[src/rtl/iq_sample_source.sv]
// iq_sample_source: streams a window of signal-memory samples into the
// I/Q interpolator FIFOs, one per cycle, stalling on downstream almost-full.
//
// Ports:
//   clk, rstn     clock, async active-low reset
//   start_i       one-cycle start pulse (sampled in IDLE only)
//   stop_i        one-cycle stop request (loop-mode STREAM only)
//   Afull_i       downstream almost-full, blocks new reads
//   config_reg    [7:0] depth, [15:8] offset, [17:16] mode
//   mem_data_i    memory read data, one cycle after addr_Mem_o
//   addr_Mem_o    memory read address
//   WE_fifo_o     FIFO write strobe (shared by I and Q)
//   data_o        FIFO write data
//   status_reg    [0] busy, [1] done, [2] stalled, [15:8] write count
//   done_o        one-cycle completion pulse
module iq_sample_source #(
  parameter int DATA_WIDTH = 32,
  parameter int MEM_SIZE_M = 7
) (
  input  logic                  clk,
  input  logic                  rstn,
  input  logic                  start_i,
  input  logic                  stop_i,
  input  logic                  Afull_i,
  input  logic [17:0]           config_reg,
  input  logic [DATA_WIDTH-1:0] mem_data_i,
  output logic [MEM_SIZE_M-1:0] addr_Mem_o,
  output logic                  WE_fifo_o,
  output logic [DATA_WIDTH-1:0] data_o,
  output logic [15:0]           status_reg,
  output logic                  done_o
);

  typedef enum logic [1:0] {
    IDLE,
    STREAM,
    DRAIN,
    DONE
  } state_t;

  state_t                state;
  logic [7:0]            depth_q;
  logic [MEM_SIZE_M-1:0] off_q;
  logic                  loop_q;
  logic [7:0]            rd_idx;
  logic                  rd_valid;
  logic [7:0]            count;
  logic                  done_flag;

  logic                  issue;
  logic                  last;
  logic [7:0]            idx_next;
  logic [MEM_SIZE_M-1:0] addr_next;
  logic                  busy;
  logic                  stalled;

  assign issue = (state == STREAM) && !Afull_i;
  assign last  = (rd_idx == depth_q - 8'd1);

  // Loop mode needs the wrap; in one-shot the last read leaves STREAM,
  // so the wrapped index is never used there.
  assign idx_next  = last ? 8'd0 : rd_idx + 8'd1;
  assign addr_next = off_q + MEM_SIZE_M'(idx_next);

  assign busy    = (state != IDLE);
  assign stalled = (state == STREAM) && Afull_i;

  // Memory has one cycle of read latency, so the strobe is just the
  // delayed issue and data passes straight through from the memory.
  assign WE_fifo_o  = rd_valid;
  assign data_o     = rd_valid ? mem_data_i : '0;
  assign status_reg = {count, 5'b0, stalled, done_flag, busy};

  always_ff @(posedge clk or negedge rstn) begin
    if (!rstn) begin
      state      <= IDLE;
      depth_q    <= '0;
      off_q      <= '0;
      loop_q     <= 1'b0;
      rd_idx     <= '0;
      rd_valid   <= 1'b0;
      count      <= '0;
      done_flag  <= 1'b0;
      addr_Mem_o <= '0;
      done_o     <= 1'b0;
    end else begin
      rd_valid <= issue;
      done_o   <= 1'b0;
      if (rd_valid) begin
        count <= count + 8'd1;
      end
      unique case (state)
        IDLE: begin
          if (start_i) begin
            depth_q    <= config_reg[7:0];
            off_q      <= MEM_SIZE_M'(config_reg[15:8]);
            loop_q     <= (config_reg[17:16] == 2'b01);
            rd_idx     <= '0;
            addr_Mem_o <= MEM_SIZE_M'(config_reg[15:8]);
            count      <= '0;
            done_flag  <= 1'b0;
            if (config_reg[7:0] == 8'd0) begin
              state     <= DONE;
              done_o    <= 1'b1;
              done_flag <= 1'b1;
            end else begin
              state <= STREAM;
            end
          end
        end
        STREAM: begin
          if (issue) begin
            rd_idx     <= idx_next;
            addr_Mem_o <= addr_next;
          end
          // A stop that lands on an issued read still lets that read
          // land in DRAIN's cycle as the final write.
          if (loop_q ? stop_i : (issue && last)) begin
            state <= DRAIN;
          end
        end
        DRAIN: begin
          state     <= DONE;
          done_o    <= 1'b1;
          done_flag <= 1'b1;
        end
        DONE: begin
          state <= IDLE;
        end
        default: begin
          state <= IDLE;
        end
      endcase
    end
  end

endmodule
[config.mk]
export PLATFORM = sky130hd
export DESIGN_NAME = iq_sample_source
export DESIGN_NICKNAME = d
export VERILOG_FILES = /design/src/rtl/iq_sample_source.sv
export SDC_FILE = /design/constraint.sdc
export NUM_CORES = 1
export LEC_CHECK = 0
export CORE_ASPECT_RATIO = 0.9
export CORE_MARGIN = 2
export CORE_UTILIZATION = 31
export DETAILED_ROUTE_END_ITERATION = 16
export PLACE_DENSITY = 0.7
export SLEW_MARGIN = 20
export SYNTH_ARGS = -nofsm -noshare
export SYNTH_HDL_FRONTEND = slang
export SYNTH_SLANG_ARGS = --single-unit
[constraint.sdc]
create_clock -name clk -period 4 [get_ports clk]
set_input_delay 0.8 -clock clk [delete_from_list [all_inputs] [get_ports clk]]
set_output_delay 0.8 -clock clk [all_outputs]
set_load 0.01 [all_outputs]
# [Word-level counts from Yosys, hierarchy flattened]
# Index checks and enable logic that the tools add are counted.
[totals] elab_cells=56 output_inout_bits=57 register_bits=44
[classes] n_addsub=4 muxes=21 n_reduce_logical=13 n_eq_ne=8
[ops] cell="2-to-1 mux 8 bit" count=6
[ops] cell="2-to-1 mux 32 bit" count=1
[ops] cell="adder 8 x 1 -> 8 bit, second input constant" count=2
[ops] cell="one-hot mux 8 bit (2 select lines)" count=1
[ops] cell="2-to-1 mux 7 bit" count=2
[ops] cell="one-hot mux 7 bit (2 select lines)" count=1
[ops] cell="== test 8 bit" count=1
[ops] cell="zero test 8 bit" count=1
[ops] cell="one-hot mux 2 bit (4 select lines)" count=1
[ops] cell="subtractor 8 x 1 -> 8 bit, second input constant" count=1
[ops] cell="adder 7 bit" count=1
[ops] cell="2-to-1 mux 2 bit" count=3
[ops] cell="AND reduction 2 bit" count=3
[ops] cell="nonzero test 2 bit" count=3
[ops] cell="== test 2 x 1 -> 1 bit, second input constant" count=2
[ops] cell="== test 2 bit, second input constant" count=2
[ops] cell="2-to-1 mux 1 bit" count=4
[ops] cell="inequality test 2 bit, second input constant" count=2
[ops] cell="one-hot mux 1 bit (2 select lines)" count=2
[ops] cell="logical AND 1 bit" count=3
[ops] cell="AND reduction 3 bit" count=1
[ops] cell="zero test 2 bit" count=1
[ops] cell="inequality test 2 x 1 -> 1 bit, second input constant" count=1
[ops] cell="zero test 1 bit" count=1

# [Logic depth before layout (Yosys ltp)]
# Gate-level depths: netlist of the first run.
[logic_depth] word_depth=6 depth_mapped=16 ltp_nobuf=16

# [Least setup slack after synthesis of the first run]
# OpenSTA, ideal clock, no wires.
[synth_path] path_kind="reg2reg" start="register depth_q[0]" end="register addr_Mem_o[6]" stages_incl_launch_ff=15 setup_time_ps=69 arrival_ps=3786 path_slack_ps=145 cell_sequence="dfrtp_1 > or4_4 > or3_1 > and3_1 > o31ai_4 > and2_1 > nor2_1 > ha_1 > fa_1 > a21o_1 > a311o_1 > a21oi_1 > xnor2_1 > a211o_1 > nand3_1"
[synth_between] elab_chain_cells=6
[synth_lines] item="start: declaration" line="42" text="logic [7:0] depth_q;"
[synth_lines] item="start signal: assignment" line="95" text="depth_q <= config_reg[7:0];"
[synth_lines] item="subtractor 8 x 1 -> 8 bit" line="58" text="assign last = (rd_idx == depth_q - 8'd1);"
[synth_lines] item="== test 8 bit" line="58"
[synth_lines] item="2-to-1 mux 8 bit" line="62" text="assign idx_next = last ? 8'd0 : rd_idx + 8'd1;"
[synth_lines] item="adder 7 bit" line="63" text="assign addr_next = off_q + MEM_SIZE_M'(idx_next);"
[synth_lines] item="2-to-1 mux 7 bit" line="112" text="if (issue) begin"
[synth_lines] item="one-hot mux 7 bit (2 select lines)" line="92" text="unique case (state)"
[synth_lines] item="end signal: assignment" line="99" text="addr_Mem_o <= MEM_SIZE_M'(config_reg[15:8]);"
[synth_lines] item="end signal: assignment" line="114" text="addr_Mem_o <= addr_next;"
[synth_lines] item="end: declaration" line="27" text="output logic [MEM_SIZE_M-1:0] addr_Mem_o,"
# Every way passes these cells. The select of a mux whose other input is x is not followed.
# A chain may end at the register's enable or synchronous reset.

# [Worst setup path in the final report of the first run]
# Ends and elaborated chain as after synthesis.

==> results of run 1 <==
==> cell families (layout without fill, tap and decap cells) <==
family | Yosys count | after routing | synth area share
fa+ha+maj | 13 | 13 | 0.0599
other cells | 1 | 5 | 0.00132
mux | 7 | 7 | 0.0247
flops | 44 | 44 | 0.388
buf+inv | 32 | 126 | 0.0529
simple gates | 165 | 165 | 0.280
compound gates | 47 | 47 | 0.113
xor+xnor | 26 | 26 | 0.0802
==> final cells by class <==
class	count	area (um^2)	area share
Timing Repair Buffer	109	1080	0.264
Multi-Input combinational cell	263	1610	0.394
Clock buffer	6	72.6	0.0178
Clock inverter	2	35.0	0.00858
Inverter	9	33.8	0.00827
Sequential cell	44	1100	0.270
Tap cell	122	153	0.0374
==> how the worst min path moves through the flow <==
stage,from,to,cells past startpoint
floorplan,off_q[0]$_DFFE_PN0P_,off_q[0]$_DFFE_PN0P_,2
global placement,off_q[5]$_DFFE_PN0P_,off_q[5]$_DFFE_PN0P_,2
detailed placement,off_q[4]$_DFFE_PN0P_,off_q[4]$_DFFE_PN0P_,2
CTS,off_q[5]$_DFFE_PN0P_,off_q[5]$_DFFE_PN0P_,2
global route,rstn,addr_Mem_o[3]$_DFFE_PN0P_,1
finish,rstn,addr_Mem_o[2]$_DFFE_PN0P_,1
==> power breakdown <==
group,internal (mW),switching (mW)
clock,0.186,0.152
combinational,0.611,0.616
sequential,0.598,0.158
total,1.40,0.926
==> sequential cells by signal (all words and copies together) (netlist names) <==
| signal | flops |
|---|---|
| WE_fifo_o | 1 |
| addr_Mem_o | 7 |
| count | 8 |
| depth_q | 8 |
| done_flag | 1 |
| done_o | 1 |
| loop_q | 1 |
| off_q | 7 |
| rd_idx | 8 |
| state | 2 |
==> synth_stat cells <==
library cell,number,area [um^2]
o21ba_2,1,10.0
o22ai_1,1,6.26
a22o_1,2,17.5
buf_4,8,60.1
nor4_1,2,12.5
nor2b_1,4,25.0
or4_4,1,11.3
a211o_1,1,8.76
a2111oi_1,2,20.0
a2bb2oi_1,1,8.76
buf_1,1,3.75
o31ai_4,1,21.3
o21ai_1,3,15.0
nand3_1,5,25.0
a221o_1,2,20.0
nand2b_1,2,12.5
mux2i_1,7,70.1
xor2_1,12,105
or3_1,3,18.8
a21oi_2,1,8.76
nand3b_1,1,7.51
fa_1,1,20.0
o21ai_0,14,70.1
a31oi_1,2,12.5
and2_1,37,231
ha_1,12,150
nand2_1,68,255
nand4_1,6,37.5
nor2_1,26,97.6
inv_1,9,33.8
a22oi_1,2,15.0
and3_1,3,18.8
a21o_1,3,22.5
a311o_1,1,10.0
nor3_1,4,20.0
clkbuf_1,14,52.6
o21bai_1,2,15.0
xnor2_1,14,123
nor3b_1,3,22.5
a21oi_1,8,40.0
dfrtp_1,44,1100
conb_1,1,3.75
==> per-stage QoR <==
stage	power [mW]	utilization	setup WS, ps
2_1_floorplan	1.54	-	145
3_3_place_gp	1.96	0.441	195
3_5_place_dp	2.00	0.441	132
4_1_cts	2.34	0.453	97.9
5_1_grt	2.54	0.454	17.7
6_report	2.32	0.454	195
==> metal layers <==
metal | global-route usage | vias to the layer above
met2 | 0.275 | 104
met1 | 0.192 | 1191
li1 | - | 1288
met4 | 0.0300 | 0
met3 | 0.0400 | 4
met5 | 0 | -
==> repair_timing <==
action,4_1_cts,5_1_grt
hold endpoints to repair,0,0
buffers inserted,0,0
endpoints found under the setup margin,0,1
gates resized for setup,0,3
==> impl_metrics.env, run 1 <==
export IMPL_maxCapViolations=0
export IMPL_rr_endpoint="addr_Mem_o[6]$_DFFE_PN0P_"
export IMPL_clk_pin_slew_ps=80
export IMPL_gp_congestion=0.809
export IMPL_vias=2587
export IMPL_met2_length_mm=3.66
export IMPL_die_h_um=94.8
export IMPL_final_area_um2=4080
export IMPL_synth_avg_cell_area_um2=8.48
export IMPL_die_w_um=105
export IMPL_grt_pass1_vias=2533
export IMPL_wl_per_cell_um=13.5
export IMPL_reg2reg_slack_ps=190
export IMPL_root_buffer="clkbuf_8"
export IMPL_crit_chain="or4_4, or3_1, and3_1, o31ai_4, and2_4, nor2_1, ha_1, fa_2, a21o_1, a311o_1, a21oi_1, xnor2_1, a211o_1, nand3_1"
export IMPL_hold_viol=0
export IMPL_final_common_cell="clkdlybuf4s50_1"
export IMPL_insertion_delay_ps=300
export IMPL_min_period_ps=3810
export IMPL_placed_cells=547
export IMPL_p_per_area_nw_per_um2=568
export IMPL_antenna_found_initial=0
export IMPL_antenna_cells=0
export IMPL_drc=0
export IMPL_timing_final_crit_share=0.951
export IMPL_rows=33
export IMPL_num_fill_cells=889
export IMPL_drv_slew=0
export IMPL_grt_pass1_wl_mm=12.4
export IMPL_status="finished, final reports clean"
export IMPL_num_nets_final=500
export IMPL_crit_buf_inv=0
export IMPL_fp_dieArea_um2=9940
export IMPL_cts_tree="built"
export IMPL_stdcell_count=555
export IMPL_netlist_area_um2=2840
export IMPL_relSlewSlack=0.409
export IMPL_start_kind="flip-flop"
export IMPL_skew_ps=9.72
export IMPL_critPathCapture="addr_Mem_o[6]$_DFFE_PN0P_"
export IMPL_layout_common_cells="clkdlybuf4s50_1, nand2_1, dfrtp_1, and2_1, nor2_1"
export IMPL_drtIter0Drc=149
export IMPL_cp_slowest_stage_delay_ps=580
export IMPL_crit_required_ps=4240
export IMPL_syn_inst=335
export IMPL_initial_core_util=0.316
export IMPL_hpwl_mm=5.71
export IMPL_ant_nets=0
export IMPL_grt_overflow_total=0
export IMPL_hold_buffers=0
export IMPL_seq_area_frac_synth=0.388
export IMPL_grt_max_degree=45
export IMPL_tns_ps=0
export IMPL_cpLargestDelayFamily="simple AND/OR/NAND/NOR gates"
export IMPL_reg2regPathDepth=14
export IMPL_p_leak_nw=1.79
export IMPL_drt_total_wl_mm=7.48
export IMPL_top_layer="met4"
export IMPL_endpoint_kind="flip-flop"
export IMPL_viasPerCell=4.66
export IMPL_m1WireLength_mm=3.18
export IMPL_fmax_mhz=263
export IMPL_clock_sinks=44
export IMPL_yosysUniqueCellTypes=42
export IMPL_h_tree_depth=2
export IMPL_worst_slew_pin_slew_ps=886
export IMPL_setup_violations=0
export IMPL_io_pins=112
export IMPL_criticalPathCategory="flip-flop to flip-flop"
export IMPL_fp_coreArea_um2=9000
export IMPL_grt_util_all_layers=0.155
export IMPL_firstDrtPassIters=4
export IMPL_layout_drive_gt1_share=0.0439
export IMPL_crit_start="depth_q[0]$_DFFE_PN0P_"
export IMPL_port_buffers=105
export IMPL_cp_depth=14
export IMPL_cts_buffers=5
export IMPL_hold_class="input port to async pin"
export IMPL_whs_ps=490
export IMPL_syn_to_final_growth_pct=43.8
export IMPL_placed_area_um2=3970
export IMPL_clock_path_buffers=2
export IMPL_critical_path_arrival_ps=4040
export IMPL_peakVddDrop_mv=0.252
export IMPL_path_max_fanout=5
export IMPL_reg2reg_from="depth_q[0]$_DFFE_PN0P_"
export IMPL_yosys_warnings=0
export IMPL_wl_met3_um=607
export IMPL_cp_slowest_cell="or4_4"
export IMPL_yosys_register_bits=44
export IMPL_rsz0062_at_grt="false"
No activity file was read; power rests on OpenSTA's default activity.
==> run 2, diff against run 1 <==
CTS_BUF_LIST = sky130_fd_sc_hd__clkbuf_4   (was not set)
==> run 2 against run 1 <==
Compared with the run above: clock skew grew 7.3 ps; via count is essentially flat; critical path type unchanged; non-clock buffer count grew 2; first-iteration DRC count shrank 12%; register-to-register slack is essentially flat; hold slack lost 82 ps; maximum frequency grew 0.37%; die area is the same; utilization shrank 0.14 points; largest cell class unchanged; critical endpoint unchanged; critical path depth is the same; highest routed layer unchanged.
==> impl_metrics.env, run 2 (synthesis gave the netlist of run 1 again) <==
export IMPL_status="finished, final reports clean"
export IMPL_fp_dieArea_um2=9940
export IMPL_clkPwrFrac=0.125
export IMPL_final_common_cell="clkdlybuf4s50_1"
export IMPL_worst_slew_pin_slew_ps=890
export IMPL_syn_to_final_growth_pct=43.3
export IMPL_drc=0
export IMPL_placed_cells=547
export IMPL_crit_required_ps=4310
export IMPL_min_period_ps=3790
export IMPL_p_leak_nw=1.79
export IMPL_final_util=0.452
export IMPL_p_total_mw=2.28
export IMPL_clock_sinks=44
export IMPL_tns_ps=0
export IMPL_cp_slowest_cell="or4_4"
export IMPL_clk_pin_slew_ps=140
export IMPL_peakVddDrop_mv=0.245
export IMPL_fmax_mhz=264
export IMPL_internal_power_mw=1.36
export IMPL_hpwl_mm=5.71
export IMPL_endpoint_kind="flip-flop"
export IMPL_grt_util_all_layers=0.155
export IMPL_grt_pass1_wl_mm=12.4
export IMPL_gp_congestion=0.809
export IMPL_crit_buf_inv=0
export IMPL_vias=2585
export IMPL_port_buffers=105
export IMPL_drv_slew=0
export IMPL_hold_buffers=0
export IMPL_crit_chain="or4_4, or3_1, and3_1, o31ai_4, and2_4, nor2_1, ha_1, fa_2, a21o_1, a311o_1, a21oi_1, xnor2_1, a211o_1, nand3_1"
export IMPL_initial_core_util=0.316
export IMPL_fp_coreArea_um2=9000
export IMPL_final_area_um2=4070
export IMPL_skew_ps=17.1
export IMPL_cts_tree="built"
export IMPL_clock_path_buffers=2
export IMPL_p_per_area_nw_per_um2=560
export IMPL_ant_nets=0
export IMPL_largestRegisters="count (8), depth_q (8), rd_idx (8)"
export IMPL_switchingPower_mw=0.922
export IMPL_stdcell_count=557
export IMPL_dpl_worst_slack_ps=132
export IMPL_die_h_um=94.8
export IMPL_swShare=0.405
export IMPL_hold_class="input port to async pin"
export IMPL_start_kind="flip-flop"
export IMPL_antenna_found_initial=0
export IMPL_layout_drive_gt1_share=0.0506
export IMPL_grt_max_degree=45
export IMPL_fin_ws_ps=209
export IMPL_grt_overflow_total=0
export IMPL_rows=33
export IMPL_criticalPathCategory="flip-flop to flip-flop"
export IMPL_timing_final_crit_share=0.948
export IMPL_root_buffer="clkbuf_4"
export IMPL_antenna_cells=0
export IMPL_maxCapViolations=0
export IMPL_insertion_delay_ps=360
export IMPL_critical_path_arrival_ps=4100
export IMPL_path_max_fanout=5
export IMPL_drt_total_wl_mm=7.47
export IMPL_drtIter0Drc=131
export IMPL_io_pins=112
export IMPL_rsz0062_at_grt="false"
export IMPL_cp_slowest_stage_delay_ps=570
export IMPL_placed_area_um2=3970
export IMPL_h_tree_depth=2
export IMPL_firstDrtPassIters=4
export IMPL_combinationalPowerShare=0.546
export IMPL_cpLargestDelayFamily="simple AND/OR/NAND/NOR gates"
export IMPL_hold_viol=0
export IMPL_pwr_share_seq=0.329
export IMPL_whs_ps=408
export IMPL_wl_per_cell_um=13.4
export IMPL_cts_buffers=5
export IMPL_num_nets_final=502
export IMPL_grt_pass1_vias=2525
export IMPL_viasPerCell=4.64
export IMPL_relSlewSlack=0.407
export IMPL_setup_violations=0
export IMPL_die_w_um=105
export IMPL_layout_common_cells="clkdlybuf4s50_1, nand2_1, dfrtp_1, and2_1, nor2_1"
run 2: final timing paths:
check	from	to	slack, ps	cells after the start
worst min-delay path	rstn	addr_Mem_o[2]$_DFFE_PN0P_	410	1
min in group clk	off_q[5]$_DFFE_PN0P_	off_q[5]$_DFFE_PN0P_	500	2
max in group asynchronous	rstn	depth_q[0]$_DFFE_PN0P_	3180	1
worst min register to register	off_q[5]$_DFFE_PN0P_	off_q[5]$_DFFE_PN0P_	500	2
worst max-delay path	depth_q[0]$_DFFE_PN0P_	addr_Mem_o[6]$_DFFE_PN0P_	210	14
worst max register to register	depth_q[0]$_DFFE_PN0P_	addr_Mem_o[6]$_DFFE_PN0P_	210	14
run 2: final cells by class:
type | instances | area (um^2)
clock buffers | 6 | 45.0
repair buffers | 111 | 1090
flip-flops and latches | 44 | 1100
multi-input cells | 263 | 1610
well taps | 122 | 153
fillers | 889 | 4930
inverters | 9 | 33.8
clock inverters | 2 | 35.0
run 2: power groups by stage:
stage          sequential [mW]  combinational (mW)  clock [mW]
2_1_floorplan            0.728               0.815           0
3_3_place_gp             0.758                1.20           0
3_5_place_dp             0.767                1.23           0
4_1_cts                  0.758                1.24       0.296
5_1_grt                  0.780                1.41       0.318
6_report                 0.751                1.24       0.285
run 2: per-layer routing:
metal	up-vias	track usage	wire length [um]
met1	1199	0.193	3230
met3	2	0.0400	529
met4	0	0.0333	26
met2	90	0.273	3680
met5	-	0	0
li1	1294	-	-
run 2: worst reg2reg max path: cells and delay by family (launching register included):
family	cells	cell delay (ps)
flip-flops	1	440
AND/OR/NAND/NOR	6	1370
AO/OA/AOI/OAI	5	1240
XOR/XNOR	1	130
adder cells (fa/ha/maj)	2	570
run 2: timing repair:
item / 4_1_cts / 5_1_grt
endpoints found under the setup margin: 0 / 1
setup buffers: 0 / 2
hold endpoints to repair: 0 / 0
resized for setup: 0 / 3
==> run 3, diff against run 2 <==
SKIP_CTS_REPAIR_TIMING = 1   (was not set)
==> results of run 3 <==
Final layout, timing and power as in run 2 (identical DEF).
